## config.mk

```make
export PLATFORM = sky130hd
export DESIGN_NAME = mem_ctrl
export DESIGN_NICKNAME = d
export VERILOG_FILES = /design/src/rtl/mem_ctrl.sv
export SDC_FILE = /design/constraint.sdc
export NUM_CORES = 1
export LEC_CHECK = 0
export ABC_AREA = 1
export BUFFER_PORTS_ARGS = -buffer_cell sky130_fd_sc_hd__buf_2
export CAP_MARGIN = 5
export CORE_MARGIN = 2
export CORE_UTILIZATION = 40
export DETAILED_ROUTE_END_ITERATION = 12
export PLACE_DENSITY_LB_ADDON = 0.15
export SKIP_CTS_REPAIR_TIMING = 1
export SLEW_MARGIN = 20
export SYNTH_ARGS = -nofsm -noshare
export SYNTH_HDL_FRONTEND = slang
export SYNTH_SLANG_ARGS = --single-unit
```

## constraint.sdc

```tcl
create_clock -name clk -period 4.5 [get_ports clk]
set_input_delay 0.225 -clock clk [delete_from_list [all_inputs] [get_ports clk]]
set_output_delay 0.225 -clock clk [all_outputs]
set_load 0.05 [all_outputs]
```

## src/rtl/mem_ctrl.sv

```systemverilog
// M-stage memory access controller: turns load/store requests into a single
// registered bus transaction and formats the returned load data.
module mem_ctrl #(
   parameter int TIMEOUT = 255
) (
   input  logic        clk,
   input  logic        rst,
   input  logic        m_load,
   input  logic        m_wr,
   input  logic [31:0] m_addr,
   input  logic [31:0] m_wdata,
   input  logic [2:0]  m_opt,
   input  logic        m_signed,
   output logic        m_stall,
   output logic [31:0] m_rdata,
   output logic        m_rdata_valid,
   output logic        m_fault,
   output logic        bus_req,
   output logic        bus_we,
   output logic [31:0] bus_addr,
   output logic [3:0]  bus_wstrb,
   output logic [31:0] bus_wdata,
   input  logic        bus_ack,
   input  logic [31:0] bus_rdata
);

   localparam int CW = (TIMEOUT < 2) ? 1 : $clog2(TIMEOUT + 1);

   localparam logic [1:0] S_IDLE  = 2'd0;
   localparam logic [1:0] S_REQ   = 2'd1;
   localparam logic [1:0] S_DONE  = 2'd2;
   localparam logic [1:0] S_FAULT = 2'd3;

   logic [1:0]    r_state;
   logic [CW-1:0] r_cnt;
   logic          r_is_load;
   logic [1:0]    r_off;
   logic [1:0]    r_opt;
   logic          r_signed;

   logic          w_request;
   logic          w_illegal;
   logic          w_timeout;
   logic [31:0]   w_wdata_b;
   logic [3:0]    w_strb_b;
   logic [31:0]   w_wdata;
   logic [3:0]    w_wstrb;
   logic [31:0]   w_shift;
   logic [31:0]   w_load;

   assign w_request = m_load | m_wr;
   assign w_illegal = (m_opt > 3'd2)
                    | ((m_opt == 3'd1) & m_addr[0])
                    | ((m_opt == 3'd2) & (m_addr[1:0] != 2'b00));
   assign w_timeout = (r_cnt == CW'(TIMEOUT - 1));

   genvar gi;
   generate
      for (gi = 0; gi < 4; gi++) begin : g_lane
         assign w_wdata_b[gi*8 +: 8] = m_wdata[7:0];
         assign w_strb_b[gi]         = (m_addr[1:0] == 2'(gi));
      end
   endgenerate

   always_comb begin
      w_wdata = m_wdata;
      w_wstrb = 4'b1111;
      case (m_opt[1:0])
         2'd0: begin
            w_wdata = w_wdata_b;
            w_wstrb = w_strb_b;
         end
         2'd1: begin
            w_wdata = {2{m_wdata[15:0]}};
            w_wstrb = m_addr[1] ? 4'b1100 : 4'b0011;
         end
         default: ;
      endcase
   end

   // Load formatting uses the offset/size captured at request time.
   assign w_shift = bus_rdata >> {r_off, 3'b000};

   always_comb begin
      w_load = w_shift;
      case (r_opt)
         2'd0:    w_load = {{24{r_signed & w_shift[7]}}, w_shift[7:0]};
         2'd1:    w_load = {{16{r_signed & w_shift[15]}}, w_shift[15:0]};
         default: ;
      endcase
   end

   always_ff @(posedge clk or posedge rst) begin
      if (rst) begin
         r_state   <= S_IDLE;
         r_cnt     <= '0;
         r_is_load <= 1'b0;
         r_off     <= 2'd0;
         r_opt     <= 2'd0;
         r_signed  <= 1'b0;
         bus_req   <= 1'b0;
         bus_we    <= 1'b0;
         bus_addr  <= 32'd0;
         bus_wstrb <= 4'd0;
         bus_wdata <= 32'd0;
         m_rdata   <= 32'd0;
      end else begin
         case (r_state)
            S_IDLE: begin
               if (w_request) begin
                  if (w_illegal) begin
                     r_state <= S_FAULT;
                  end else begin
                     r_state   <= S_REQ;
                     r_cnt     <= '0;
                     r_is_load <= ~m_wr;
                     r_off     <= m_addr[1:0];
                     r_opt     <= m_opt[1:0];
                     r_signed  <= m_signed;
                     bus_req   <= 1'b1;
                     bus_we    <= m_wr;
                     bus_addr  <= {m_addr[31:2], 2'b00};
                     bus_wstrb <= m_wr ? w_wstrb : 4'd0;
                     bus_wdata <= m_wr ? w_wdata : 32'd0;
                  end
               end
            end
            S_REQ: begin
               // ack takes priority over a timeout landing in the same cycle
               if (bus_ack) begin
                  r_state <= S_DONE;
                  bus_req <= 1'b0;
                  if (r_is_load) m_rdata <= w_load;
               end else if (w_timeout) begin
                  r_state <= S_FAULT;
                  bus_req <= 1'b0;
               end else begin
                  r_cnt <= r_cnt + CW'(1);
               end
            end
            default: r_state <= S_IDLE;
         endcase
      end
   end

   assign m_stall       = ((r_state == S_IDLE) & w_request) | (r_state == S_REQ);
   assign m_rdata_valid = (r_state == S_DONE) & r_is_load;
   assign m_fault       = (r_state == S_FAULT);

endmodule

```

==> PnR_summary.wiki <==
{| class="wikitable"
! Metric !! Value
|-
| Setup slack of the critical path after layout || 1808 ps
|-
| Global-route wire length before repair || 26,250 um
|-
| Worst path top cell family by delay || simple AND/OR/NAND/NOR gates
|-
| Worst path slowest cell || inv_1
|-
| Final hold violation count || 0
|-
| Crit. Startpoint || r_off[0]
|-
| Routability Congestion || 0.8825
|-
| Insertion delay of the later-clocked pin in the worst-skew pair || 410 ps
|-
| Startpoint of the tightest hold check path || m_addr[22]
|-
| Core Rows || 43
|-
| Die ar. || 15,180 um^2
|-
| Required time reported for the critical path endpoint || 4850 ps
|-
| Final setup violation count || 0
|-
| Outcome || finished, final reports clean
|-
| Pre-Repair DR Iteration Count || 5
|-
| Category of the worst setup path launch point || flop
|-
| P_leak || 4.096 nW
|-
| Filler cells || 1,395
|-
| Clock skew after layout || 4.219 ps
|-
| Final antenna diode count || 0
|-
| Area of the placeable core || 13,880 um^2
|-
| Residual antenna-violating net count after detailed routing || 0
|-
| Synth top area cells || dfrtp_1 51%, nand2_1 16%, o21ai_0 5.0%
|-
| Post-DP Area || 6798 um^2
|-
| Worst setup slack after placement || 1831 ps
|-
| Total number of clock tree sinks || 116
|-
| Reported max-cap violation count || 0
|-
| Total net switching power || 3.265 mW
|-
| Internal power consumption || 3.243 mW
|-
| Layout cell share with drive strength beyond 1 || 26.85%
|-
| Final std cell area, no fill || 7460 um^2
|-
| Fraction of power consumed by the clock network || 23.0%
|-
| Global-route layer with the greatest usage || met2
|-
| CTS buffer count || 17
|-
| Data arrival time at the worst-slack endpoint || 3040 ps
|-
| Clock slew at the register clock pins of the worst setup and hold paths || 50 ps
|-
| Count of distinct cell types in the synthesized netlist || 31
|-
| Setup TNS after final layout || 0 ps
|-
| Total DRC errors in the routed layout || 0
|-
| Max-slew headroom at the worst pin || 40.20%
|-
| Share of the synthesized area in the top cell type || 51.07%
|-
| Period Utilization, post-route || 59.83%
|-
| Synth-to-Final Area Change || 31.23%
|-
| Synthesized instance count || 741
|-
| Total wirelength of the detailed-routed design || 16,510 um
|-
| Global-route track usage on met1 || 29.38%
|-
| Power density over cell area || 872.4 nW/um^2
|-
| Vias per cell || 4.909
|-
| Combinational Power Share || 48.9%
|-
| Die boundary width || 123.2 um
|-
| Clock tree from TritonCTS || yes
|-
| Initial cell density of the core || 40.95%
|-
| Power share of the sequential group || 28.1%
|-
| Total of flip-flops plus latches after synthesis || 116
|-
| Crit path capture type || flop
|-
| Quantity of I/O buffers inserted on ports || 207
|-
| Avg Inst Size Synth || 7.671 um^2
|-
| Max IR drop VDD || 510.1 uV
|-
| Drt first-iter violations || 428
|-
| Highest attainable clock frequency || 0.3714 GHz
|-
| Pin count of the biggest net entering global routing || 50
|-
| Min cycle time layout || 2692 ps
|-
| Detail Placement HPWL || 11,630 um
|-
| Number of nets in the layout || 1,040
|-
| Critical path start-end classification || flop to flop
|-
| Largest area contributor in the netlist || dfrtp_1
|-
| Largest fanout of any net on the critical path || 33
|-
| Delay contributed by the slowest stage of the critical path || 770 ps
|-
| Vias after detailed routing || 5,527
|-
| Sw frac || 50.18%
|-
| Vias in the first global route || 5,206
|-
| Number of warnings reported in the yosys synthesis log || 0
|-
| Number of buffers and inverters on the critical path || 2
|-
| Overflow left after global routing || 0
|-
| FF-to-FF Start || r_off[0]
|-
| Global-route met2 utilization || 35.37%
|-
| Initial antenna violation count || 0
|-
| Sequential share of the synthesized area || 51.07%
|-
| Synthesized area || 5684 um^2
|-
| Cells along the critical path || inv_1 -> nand2_1 -> nand2_1 -> nand3_1 -> nand3_1 -> o21ai_0 -> inv_1
|-
| Clock H-tree levels || 4
|-
| GRT Total Usage || 22.47%
|-
| I/O pins || 210
|-
| Y dimension of the die || 123.2 um
|-
| GRT met3 Usage || 6.734%
|-
| Maximum clock path buffer count || 2
|-
| Clock root cell || clkbuf_16
|-
| Average wire per standard cell || 14.67 um
|-
| Setup repair after global routing missed its margin || false
|-
| Measured slew at the worst slew-check pin || 896.0 ps
|-
| Worst hold-check path type || input port to flop
|-
| Max Slew Vio Count || 0
|}
## metal layers
layer / up-vias / share of wire (%) / wire (um)
met5: - / 0 / 0
met4: 0 / 1.8 / 291
met3: 24 / 8.0 / 1315
met2: 209 / 47 / 7725
met1: 2539 / 43 / 7181
li1: 2755 / - / -
## power by group through the flow
stage	clock, mW	combinational [mW]	sequential (mW)
4_1_cts	1.52	3.21	1.83
3_3_place_gp	0	3.18	1.83
6_report	1.50	3.18	1.83
3_5_place_dp	0	3.21	1.82
5_1_grt	1.57	3.43	1.89
2_1_floorplan	0	1.02	3.23
## cell type report
type / count / area (um^2) / area share [%]
multi-input combinational: 516 / 2335 / 31.30
clock buffer: 23 / 478.0 / 6.407
inverter: 69 / 261.5 / 3.506
sequential: 116 / 2903 / 38.91
clock inverter: 9 / 173.9 / 2.331
timing repair buffer: 213 / 1084 / 14.53
tap: 180 / 225.2 / 3.019
## worst reg2reg max path: stages, from the launching register on
cell and delay [ps]:
dfrtp_1 600, inv_1 780, nand2_1 150, nand2_1 120
nand3_1 510, nand3_1 270, o21ai_0 120, inv_1 70
## synthesized netlist by cell type
cell type / number
nand2_1: 247
dfrtp_1: 116
inv_1: 67
nor2_1: 58
o21ai_0: 57
nand3_1: 55
o21ai_1: 35
buf_2: 22
a21oi_1: 15
clkbuf_1: 13
o211ai_1: 11
o21bai_1: 8
o221ai_1: 6
buf_4: 4
or2_2: 4
nor3b_1: 3
ha_1: 2
inv_2: 2
nand3_2: 2
nor3_1: 2
o21a_1: 2
a31oi_1: 1
and2_1: 1
buf_1: 1
clkbuf_2: 1
conb_1: 1
nand2_2: 1
nor2_2: 1
nor2_4: 1
nor3_2: 1
o22ai_1: 1
## state kept, by name (all words and copies together) (netlist names)
signal	count
bus_we	1
bus_req	1
bus_addr	30
r_signed	1
bus_wstrb	4
r_is_load	1
m_rdata	32
r_cnt	8
r_opt	2
bus_wdata	32
r_off	2
r_state	2
## final timing paths
check | end | slack (ps) | cells after the start
max | m_rdata[22] | 1810 | 7
min | bus_addr[22] | 10 | 3
max reg2reg | m_rdata[22] | 1810 | 7
min reg2reg | bus_addr[9] | 460 | 2
max in group asynchronous | bus_wdata[6] | 3080 | 4
min in group asynchronous | bus_addr[10] | 410 | 3
## per-stage QoR
step | instances | hold slack, ps | total power [mW] | util [%]
final | 1126 | 9.592 | 6.508 | 53.74
after global routing | 1126 | 3.905 | 6.892 | 53.74
after CTS | 1125 | -132.8 | 6.555 | 53.67
after detailed placement | 1093 | 309.0 | 5.034 | 48.97
after global placement | 1093 | 306.9 | 5.006 | 48.97
after floorplan | 742 | 341.8 | 4.247 | -
## cells in the final DEF, fill, tap and decap left out, types with 3 or more instances in the layout
master,synthesis,layout
clkbuf_1,13,3
dfrtp_1,116,116
o21ai_0,57,57
o221ai_1,6,6
nand2_1,247,247
nand3_1,55,55
bufinv_16,0,5
a21oi_1,15,15
clkbuf_8,0,3
buf_2,22,207
nor2_1,58,58
inv_1,67,66
o21ai_1,35,35
o21bai_1,8,8
clkbuf_16,0,17
clkinv_2,0,3
o211ai_1,11,11
buf_4,4,5
or2_2,4,4
nor3b_1,3,3
## cell families (layout without fill, tap and decap cells)
kind of cell,after synthesis,in the layout,synth area share (%)
simple gates,376,376,27.05
compound gates,136,136,13.34
flops,116,116,51.07
buf+inv,110,314,8.034
fa+ha+maj,2,2,0.4402
other cells,1,2,0.06597
Note: power is estimated with default switching activity, not from simulation.
